## config.mk

```make
export PLATFORM = sky130hd
export DESIGN_NAME = ext_int_ctrl_n
export DESIGN_NICKNAME = d
export VERILOG_FILES = /design/src/rtl/eic_pkg.sv /design/src/rtl/eic_prio_enc.sv /design/src/rtl/ext_int_ctrl_n.sv
export SDC_FILE = /design/constraint.sdc
export NUM_CORES = 1
export LEC_CHECK = 0
export BUFFER_PORTS_ARGS = -buffer_cell sky130_fd_sc_hd__buf_2
export CAP_MARGIN = 5
export CORE_ASPECT_RATIO = 1.1
export CORE_MARGIN = 3
export CORE_UTILIZATION = 55
export DETAILED_ROUTE_END_ITERATION = 8
export GPL_TIMING_DRIVEN = 0
export PLACE_DENSITY = 0.85
export SYNTH_ARGS = -nofsm -noshare
export SYNTH_HDL_FRONTEND = slang
export SYNTH_SLANG_ARGS = --single-unit
```

## constraint.sdc

```tcl
create_clock -name Sys_Clock -period 2.31 [get_ports Sys_Clock]
set_input_delay 0.1155 -clock Sys_Clock [delete_from_list [all_inputs] [get_ports Sys_Clock]]
set_output_delay 0.1155 -clock Sys_Clock [all_outputs]
set_load 0.05 [all_outputs]
```

## src/rtl/eic_pkg.sv

```systemverilog
// Shared definitions for the ext_int_ctrl_n external interrupt controller:
// register map, STATUS bit positions, handshake FSM states and the urgent ID.
package eic_pkg;

  localparam logic [3:0] EIC_REG_ENABLE   = 4'd0;
  localparam logic [3:0] EIC_REG_PENDING  = 4'd1;
  localparam logic [3:0] EIC_REG_MODE     = 4'd2;
  localparam logic [3:0] EIC_REG_POLARITY = 4'd3;
  localparam logic [3:0] EIC_REG_STATUS   = 4'd4;

  localparam int unsigned STATUS_BUSY_BIT   = 31;
  localparam int unsigned STATUS_URGENT_BIT = 30;

  localparam int unsigned URGENT_ID = 0;

  typedef enum logic [1:0] {
    EIC_IDLE = 2'd0,
    EIC_REQ  = 2'd1,
    EIC_HOLD = 2'd2
  } eic_state_t;

endpackage

```

## src/rtl/eic_prio_enc.sv

```systemverilog
// Fixed-priority encoder: urgent wins, then the lowest-index candidate channel.
// ID 0 is urgent; channel i maps to ID i+1.
module eic_prio_enc
  import eic_pkg::*;
#(
  parameter int unsigned NUM_CH = 8,
  parameter int unsigned ID_W   = $clog2(NUM_CH + 1)
) (
  input  logic [NUM_CH-1:0] cand,
  input  logic              urgent,
  output logic              valid_c,
  output logic [ID_W-1:0]   id_c
);

  // Scan downwards so the lowest set index is the last one written.
  always_comb begin
    valid_c = urgent | (|cand);
    id_c    = ID_W'(URGENT_ID);
    if (!urgent) begin
      for (int i = int'(NUM_CH) - 1; i >= 0; i--) begin
        if (cand[i]) id_c = ID_W'(i + 1);
      end
    end
  end

endmodule

```

## src/rtl/ext_int_ctrl_n.sv

```systemverilog
// Parametrised external interrupt controller (1..31 channels plus an urgent input).
// Optional build macro EIC_SYNC_EN adds 2-flop input synchronisers on IntReq/UrgentReq.
module ext_int_ctrl_n
  import eic_pkg::*;
#(
  parameter  int unsigned NUM_CH = 8,
  localparam int unsigned ID_W   = $clog2(NUM_CH + 1)
) (
  input  logic              Sys_Clock,
  input  logic              Sys_Reset,
  input  logic              Sys_BlockSelect,
  input  logic [3:0]        Sys_RegAddress,
  input  logic              Sys_WrEn,
  input  logic              Sys_RdEn,
  input  logic [31:0]       Sys_WrData,
  output logic [31:0]       Sys_RdData,
  input  logic [NUM_CH-1:0] IntReq,
  input  logic              UrgentReq,
  output logic              K_IntReq,
  output logic [ID_W-1:0]   K_IntID,
  input  logic              I_IntAck
);

  logic [NUM_CH-1:0] chIn;
  logic              urgIn;

`ifdef EIC_SYNC_EN
  logic [NUM_CH-1:0] chSync1, chSync2;
  logic              urgSync1, urgSync2;

  always_ff @(posedge Sys_Clock or negedge Sys_Reset) begin
    if (!Sys_Reset) begin
      chSync1  <= '0;
      chSync2  <= '0;
      urgSync1 <= 1'b0;
      urgSync2 <= 1'b0;
    end else begin
      chSync1  <= IntReq;
      chSync2  <= chSync1;
      urgSync1 <= UrgentReq;
      urgSync2 <= urgSync1;
    end
  end

  assign chIn  = chSync2;
  assign urgIn = urgSync2;
`else
  assign chIn  = IntReq;
  assign urgIn = UrgentReq;
`endif

  logic [NUM_CH-1:0] enableReg, pendReg, modeReg, polReg, chHist;
  logic              urgentPend, urgHist;
  eic_state_t        state, nextState;

  logic [NUM_CH-1:0] chActive, chEdge, w1cMask, ackMask, pendNext, candVec;
  logic              regWr, regRd, ackFire, loadId, urgentNext, candValid;
  logic [ID_W-1:0]   candId;
  logic [31:0]       rdMux, statusWord;
  logic              unusedWrBits;

  assign unusedWrBits = ^Sys_WrData[31:NUM_CH];

  assign regWr    = Sys_BlockSelect & Sys_WrEn;
  assign regRd    = Sys_BlockSelect & Sys_RdEn;
  assign chActive = chIn ^ polReg;
  assign chEdge   = chActive & ~chHist;
  assign w1cMask  = (regWr && (Sys_RegAddress == EIC_REG_PENDING)) ? Sys_WrData[NUM_CH-1:0] : '0;
  assign candVec  = pendReg & enableReg;

  // Ack clears only the latched channel; level channels ignore it through the mode mux.
  always_comb begin
    ackMask = '0;
    for (int i = 0; i < int'(NUM_CH); i++) begin
      ackMask[i] = ackFire && (K_IntID == ID_W'(i + 1));
    end
  end

  // Set events are ORed in last so they win over W1C and ack clears.
  assign pendNext   = (modeReg & ((pendReg & ~w1cMask & ~ackMask) | chEdge))
                    | (~modeReg & chActive);
  assign urgentNext = (urgentPend & ~(ackFire && (K_IntID == ID_W'(URGENT_ID))))
                    | (urgIn & ~urgHist);

  eic_prio_enc #(
    .NUM_CH (NUM_CH),
    .ID_W   (ID_W)
  ) u_prio (
    .cand    (candVec),
    .urgent  (urgentPend),
    .valid_c (candValid),
    .id_c    (candId)
  );

  always_ff @(posedge Sys_Clock or negedge Sys_Reset) begin
    if (!Sys_Reset) state <= EIC_IDLE;
    else            state <= nextState;
  end

  always_comb begin
    nextState = state;
    loadId    = 1'b0;
    ackFire   = 1'b0;
    case (state)
      EIC_IDLE: begin
        if (candValid) begin
          nextState = EIC_REQ;
          loadId    = 1'b1;
        end
      end
      EIC_REQ: begin
        if (I_IntAck) begin
          nextState = EIC_HOLD;
          ackFire   = 1'b1;
        end
      end
      EIC_HOLD: begin
        if (!I_IntAck) nextState = EIC_IDLE;
      end
      default: nextState = EIC_IDLE;
    endcase
  end

  always_comb begin
    statusWord                    = '0;
    statusWord[STATUS_BUSY_BIT]   = (state != EIC_IDLE);
    statusWord[STATUS_URGENT_BIT] = urgentPend;
    statusWord[ID_W-1:0]          = K_IntID;
  end

  always_comb begin
    rdMux = '0;
    case (Sys_RegAddress)
      EIC_REG_ENABLE:   rdMux = 32'(enableReg);
      EIC_REG_PENDING:  rdMux = 32'(pendReg);
      EIC_REG_MODE:     rdMux = 32'(modeReg);
      EIC_REG_POLARITY: rdMux = 32'(polReg);
      EIC_REG_STATUS:   rdMux = statusWord;
      default:          rdMux = '0;
    endcase
  end

  always_ff @(posedge Sys_Clock or negedge Sys_Reset) begin
    if (!Sys_Reset) begin
      K_IntReq   <= 1'b0;
      K_IntID    <= '0;
      Sys_RdData <= '0;
    end else begin
      K_IntReq   <= (nextState == EIC_REQ);
      if (loadId) K_IntID <= candId;
      Sys_RdData <= regRd ? rdMux : '0;
    end
  end

  always_ff @(posedge Sys_Clock or negedge Sys_Reset) begin
    if (!Sys_Reset) begin
      enableReg  <= '0;
      pendReg    <= '0;
      modeReg    <= '0;
      polReg     <= '0;
      chHist     <= '0;
      urgentPend <= 1'b0;
      urgHist    <= 1'b0;
    end else begin
      pendReg    <= pendNext;
      chHist     <= chActive;
      urgentPend <= urgentNext;
      urgHist    <= urgIn;
      if (regWr) begin
        case (Sys_RegAddress)
          EIC_REG_ENABLE:   enableReg <= Sys_WrData[NUM_CH-1:0];
          EIC_REG_MODE:     modeReg   <= Sys_WrData[NUM_CH-1:0];
          EIC_REG_POLARITY: polReg    <= Sys_WrData[NUM_CH-1:0];
          default: ;
        endcase
      end
    end
  end

endmodule

```

==> reports/qor.yml, run 1 <==
yosys:
  synth_ff_type: "dfrtp_1"
  ys_warn_count: 0
  avgSynthCellArea_sq_um: 12.2
  async_flop_share_pct: 100
  synthTopCellsByArea: "dfrtp_1 (52%), mux2_2 (7.1%), buf_4 (5.8%)"
  synth_top_area_share_pct: 52.1
  synthCells: 232
  ys_seq_area_share_pct: 52.1
  yosys-top-cells-count: "dfrtp_1 (59), nand2_1 (23), buf_4 (22)"
  ys_seq_elements: 59
  yosys.area.top_type: "dfrtp_1"
  synth.distinct_cells: 39
  synth_enable_flop_cells: 0
  mappedNetlistArea_sq_um: 2840
  synthMostInstantiatedCell: "dfrtp_1"
sta:
  setup_viol: 0
  hold_violations: 0
  slew_headroom_pct: 51.7
  tightestPinTransition_ns: 0.722
  fmax_mhz: 529
  rsz0062_at_grt: "false"
  layout_min_cycle_time_ns: 1.89
  finClkSkew_ns: 0.00926
  fin_setup_tns_ns: 0
  finalMaxSlewViolations: 0
  finalCritPeriodShare_pct: 81.8
clock_network:
  cts_hold_buf: 9
  cts_max_level: 3
  cts_inserted_buffers: 9
  worstSkewPairLatency_ns: 0.35
  path_clk_slew_ns: 0.06
  cts_tree: "yes"
  cts.sinks: 59
  post_cts_buffers: 0
  cts_root_buffer: "clkbuf_8"
  cts_resized: 0
  cts_buffer_depth: 2
layout:
  fillerInstances: 332
  utilization_pct: 73.0
  area_delta_synth_final_pct: 23.9
  final_layout_size_suffix_gt1_share_pct: 36.7
  n_antenna_cell: 0
  fin_nets: 365
  fin_cells: 375
drt:
  drtIter0Drc: 201
  routedWlPerCell_um: 16.4
  vias: 2084
  first_pass_iters: 4
  detail-route-antenna-nets: 0
  vias_per_cell: 5.56
  drc: 0
  wl_mm: 6.16
worst_hold_path:
  hold_path_class: "in -> reg"
  min-delay-start: "I_IntAck"
power_and_ir_drop:
  peakVddDrop_v: 0.000518
  power.density_nw_per_um2: 994
  p_total_uw: 3490
  leakagePower_uw: 0.00178
flow_run:
  max-cap-violations: 0
run_status:
  status: "completed"
place:
  dpl.hpwl_mm: 4.19
  place_inst: 349
  place_congestion: 0.867
  port-buffer-count: 40
worst_setup_path:
  cp-startpoint: "state[1]"
  arrival_ns: 2.12
  critPathMaxFanout: 5
  critical_path.cell_chain: "nand3b_1 -> nor3b_1 -> a32oi_1 -> a32o_1"
  crit_type: "reg -> reg"
  crit_required_ns: 2.54
  r2r_start: "state[1]"
  cp_slowest_cell: "nor3b_1"
  cpPeakStageDelay_ns: 0.64
  start_kind: "flip-flop"
  cp-end-kind: "flip-flop"
die:
  fp.dieW_um: 74.5
  die_height_um: 81.3
  rows: 26
  die_area_sq_um: 6050
  core_sq_um: 4810
  initial_utilization_pct: 58.9
  io_pins: 88
grt:
  grt_overflow: 0
  first_global_vias: 2031
  grt_max_degree: 60
  grtUsageTotal_pct: 22.3
  grt_pass1_wl_mm: 9.76
  antenna_found_initial: 0
per-stage QoR:
step	hold WS [ns]	worst slack (ns)	instance area (sq um)
5_1_grt	0.0316	0.349	3510
6_report	0.0140	0.420	3510
4_1_cts	0.00376	0.454	3500
3_5_place_dp	0.240	0.517	3180
2_1_floorplan	-0.180	0.716	2910
3_3_place_gp	0.240	0.512	3180
report_power, final:
group	switching (uW)	total (uW)	internal, uW
Clock	408	1070	660
Combinational	539	924	386
Sequential	237	1500	1260
flip-flops by register name, summed over array words and instances (netlist names), 2 cells and up:
name / cells
pendReg: 8
modeReg: 8
chHist: 8
state: 2
K_IntID: 4
polReg: 8
enableReg: 8
Sys_RdData: 10
cell type report:
type                            instances  area, sq um  area share (%)
Sequential cell                        59         1480            42.0
Multi-Input combinational cell        164         1230            35.0
Timing Repair Buffer                   50          303            8.62
Buffer                                 26          191            5.45
Clock buffer                           11          151            4.31
Clock inverter                          5         75.1            2.14
Tap cell                               56         70.1            1.99
Inverter                                4         15.0           0.427
layer usage:
metal | wire (um) | GRT usage (%)
met1 | 2540 | 28.2
met2 | 3040 | 34.2
met3 | 418 | 5.45
met4 | 158 | 13.7
met5 | 0 | 0
cells in the final DEF (no fill, tap or decap), types with 2 or more instances in the layout:
master         netlist  layout
dfrtp_1             59      59
buf_2                3      42
nand2_1             23      23
buf_4               22      23
conb_1               1      22
mux2_2              18      18
clkbuf_8             0      11
nor2_1              10      10
dlygate4sd3_1        0      10
mux2i_1              8       8
xor2_1               8       8
mux2_4               8       8
nand3_1              7       7
a32o_1               7       7
nor2b_1              6       6
a21oi_1              6       6
inv_1                4       4
a22oi_1              4       4
mux4_2               4       4
o22ai_1              4       4
a221oi_1             3       3
o21ai_0              3       3
clkinv_2             0       3
nand2b_1             2       2
nand3b_1             2       2
a32oi_1              2       2
a21o_1               2       2
a31oi_1              2       2
bufinv_16            0       2
cells by family after synthesis:
kind of cell	after synthesis	share of synthesized area [%]
AO/OA/AOI/OAI	38	10.1
XOR/XNOR	8	2.47
buffers and inverters	30	7.28
flip-flops	59	52.1
multiplexers	38	17.4
other	1	0.132
AND/OR/NAND/NOR	58	10.6
worst max-delay path: cells and delay by family, from the launching register on:
| kind | cells | cell delay, ns |
|---|---|---|
| simple gates | 2 | 0.86 |
| compound gates | 2 | 0.49 |
| flops | 1 | 0.41 |
path summary, 6_finish.rpt:
kind	end	slack, ns	cells after the start
hold / removal	K_IntReq	0.01	2
setup / recovery	pendReg[6]	0.42	4
min in group asynchronous	polReg[6]	0.37	2
max in group asynchronous	Sys_RdData[2]	1.46	2
setup reg to reg	pendReg[6]	0.42	4
hold reg to reg	urgentPend	0.44	1
(Power assumes the default switching activity.)
==> run 2, diff against run 1 <==
--- a/config.mk
+++ b/config.mk
@@ -9,10 +9,10 @@
 export CAP_MARGIN = 5
 export CORE_ASPECT_RATIO = 1.1
 export CORE_MARGIN = 3
-export CORE_UTILIZATION = 55
+export CORE_UTILIZATION = 51
 export DETAILED_ROUTE_END_ITERATION = 8
 export GPL_TIMING_DRIVEN = 0
-export PLACE_DENSITY = 0.85
+export PLACE_DENSITY = 0.8
 export SYNTH_ARGS = -nofsm -noshare
 export SYNTH_HDL_FRONTEND = slang
 export SYNTH_SLANG_ARGS = --single-unit
==> constraint.sdc (replaced) <==
create_clock -name Sys_Clock -period 1.83 [get_ports Sys_Clock]
set_input_delay 0.0915 -clock Sys_Clock [delete_from_list [all_inputs] [get_ports Sys_Clock]]
set_output_delay 0.0915 -clock Sys_Clock [all_outputs]
set_load 0.05 [all_outputs]
==> run 2 against run 1 <==
Die area increased by 7.2%. Cell count up 3.7%. Count of clock-buffer cells in the layout increased by 2. Via count shrank 2.4%. Critical path type unchanged. Sequential cell count did not move. Sequential power grew 26%. Largest cell class unchanged. Sequential share of layout area up 0.50 points. Clock skew is 0.0020 ns lower. Register-to-register slack got worse by 0.39 ns.
==> reports/qor.yml, run 2 (synthesis results as in run 1) <==
grt:
  globalRouteMet1Util_pct: 25.4  # was 28.2%
  grt_max_degree: 60  # unchanged
  antenna_found_initial: 0  # unchanged
  use_met3_pct: 5.79  # was 5.45%
  grt_busiest_layer: "met2"  # unchanged
  grt_overflow: 0  # unchanged
  grtUsageTotal_pct: 19.7  # was 22.3%
  grt_pass1_wl_mm: 9.74  # was 9.76 mm
  grt_util_met2_pct: 31.1  # was 34.2%
  first_global_vias: 2003  # was 2031
layout:
  fin_cells: 389  # was 375
  area_delta_synth_final_pct: 22.5  # was 23.9%
  largest_reg_flops: 10  # unchanged
  multi_input_area_sq_um: 1240  # was 1230 sq um
  fin_nets: 366  # was 365
  most-common-layout-cells: "dfrtp_1 (59), buf_2 (42), nand2_1 (23), buf_4 (23), conb_1 (22)"  # unchanged
  register_area_sq_um: 1480  # unchanged
  fillerInstances: 413  # was 332
  final_layout_size_suffix_gt1_share_pct: 35.3  # was 36.7%
  regMostFlops: "Sys_RdData"  # unchanged
  final_common_cell: "dfrtp_1"  # unchanged
  n_antenna_cell: 0  # unchanged
clock_network:
  worstSkewPairLatency_ns: 0.34  # was 0.35 ns
  cts_tree: "yes"  # unchanged
  cts_max_level: 3  # unchanged
  path_clk_slew_ns: 0.06  # about the same
  cts.sinks: 59  # unchanged
  cts_buffer_depth: 2  # unchanged
  cts_root_buffer: "clkbuf_8"  # unchanged
  cts_inserted_buffers: 9  # unchanged
  post_cts_buffers: 0  # unchanged
drt:
  drtIter0Drc: 125  # was 201
  vias_per_cell: 5.23  # was 5.56
  wl_mm: 5.98  # was 6.16 mm
  drc: 0  # unchanged
  first_pass_iters: 6  # was 4
  detail-route-antenna-nets: 0  # unchanged
  vias: 2035  # was 2084
  routedWlPerCell_um: 15.4  # was 16.4 um
sta:
  layout_min_cycle_time_ns: 1.80  # was 1.89 ns
  slew_headroom_pct: 52.3  # was 51.7%
  finClkSkew_ns: 0.00725  # was 0.00926 ns
  hold_violations: 0  # unchanged
  setup_viol: 0  # unchanged
  finalCritPeriodShare_pct: 98.2  # was 81.8%
  fin_ws_ns: 0.0333  # was 0.420 ns
  tightestPinTransition_ns: 0.716  # was 0.722 ns
  fmax_mhz: 557  # was 529 MHz
  finalMaxSlewViolations: 0  # unchanged
worst_setup_path:
  arrival_ns: 2.03  # was 2.12 ns
  cp-startpoint: "state[1]"  # unchanged
  crit_required_ns: 2.06  # was 2.54 ns
  r2r_start: "state[1]"  # unchanged
  cp_slowest_cell: "nor3b_1"  # unchanged
  cpPeakStageDelay_ns: 0.54  # was 0.64 ns
  cp-end-kind: "flip-flop"  # unchanged
  crit_family: "simple AND/OR/NAND/NOR gates"  # unchanged
  critPathBufInv: 0  # unchanged
  critical_path.cell_chain: "nand3b_1 -> nor3b_1 -> a22oi_1 -> a32o_1"  # was nand3b_1 -> nor3b_1 -> a32oi_1 -> a32o_1
  critPathMaxFanout: 5  # unchanged
  crit_type: "reg -> reg"  # unchanged
  start_kind: "flip-flop"  # unchanged
place:
  dpl.hpwl_mm: 4.33  # was 4.19 mm
  place_congestion: 0.869  # was 0.867
  place_inst: 365  # was 349
  dpl_worst_slack_ns: 0.0824  # was 0.517 ns
  port-buffer-count: 40  # unchanged
die:
  die_height_um: 84.2  # was 81.3 um
  die_area_sq_um: 6490  # was 6050 sq um
  fp.dieW_um: 77.1  # was 74.5 um
  core_sq_um: 5200  # was 4810 sq um
  rows: 27  # was 26
  initial_utilization_pct: 54.5  # was 58.9%
  io_pins: 88  # unchanged
worst_hold_path:
  hold_path_class: "in -> reg"  # unchanged
  min-delay-start: "Sys_WrData[2]"  # was I_IntAck
power_and_ir_drop:
  peakVddDrop_v: 0.000566  # was 0.000518 V
  power.density_nw_per_um2: 1150  # was 994 nW/um^2
  leakagePower_uw: 0.00174  # was 0.00178 uW
run_status:
  status: "completed"  # unchanged
flow_run:
  max-cap-violations: 0  # unchanged
## run 2: cell count changes in the layout (fill, tap and decap cells not counted), sizes merged
cell	previous run	this run
bufinv	2	0
dlygate4sd3	10	11
clkbuf	11	13
clkinv	3	0
## run 2: final timing paths
| check | endpoint | slack, ns | cells after the start |
|---|---|---|---|
| max | pendReg[5] | 0.03 | 4 |
| min | enableReg[2] | 0.03 | 2 |
| max reg2reg | pendReg[5] | 0.03 | 4 |
| min reg2reg | urgentPend | 0.42 | 1 |
| max in group asynchronous | K_IntID[0] | 1.01 | 2 |
| min in group asynchronous | pendReg[5] | 0.35 | 2 |
## run 2: area by class of cell
class,instances,share of cell area (%)
multi-input combinational,164,35.6
timing repair buffer,51,9.01
sequential,59,42.5
buffer,26,5.51
inverter,4,0.432
clock buffer,13,4.29
tap,72,2.59
## run 2: power by group
part           internal (uW)  switching (uW)  leakage, uW
Combinational            491             665     0.000919
Clock                    507             457    0.0000754
Sequential              1600             296     0.000745
Total                   2590            1420      0.00174
## run 2: per-stage QoR
step           power [uW]  utilization [%]  setup TNS, ns  hold WS (ns)  area (sq um)
3_5_place_dp         3030             61.6              0         0.214          3200
4_1_cts              4010             66.4              0        0.0183          3450
3_3_place_gp         2990             61.6              0         0.215          3200
5_1_grt              4230             66.7      -0.000545        0.0335          3470
2_1_floorplan        2710                -              0        -0.204          2910
6_report             4010             66.7              0        0.0311          3470
## run 2: worst reg2reg max path: stages (launching register included)
cell and delay (ns):
dfrtp_1 0.42, nand3b_1 0.23, nor3b_1 0.54, a22oi_1 0.19
a32o_1 0.30
## run 2: layer usage
layer	up-vias	share of wire [%]
met3	19	6.4
met2	76	48
met4	0	2.4
met5	-	0
li1	955	-
met1	985	43
## run 2: timing repair
| item | CTS | global route |
|---|---|---|
| endpoints found under the hold margin | 11 | 59 |
| gates resized for setup | 0 | 1 |
| endpoints found under the setup margin | 0 | 2 |
| hold buffers | 10 | 1 |
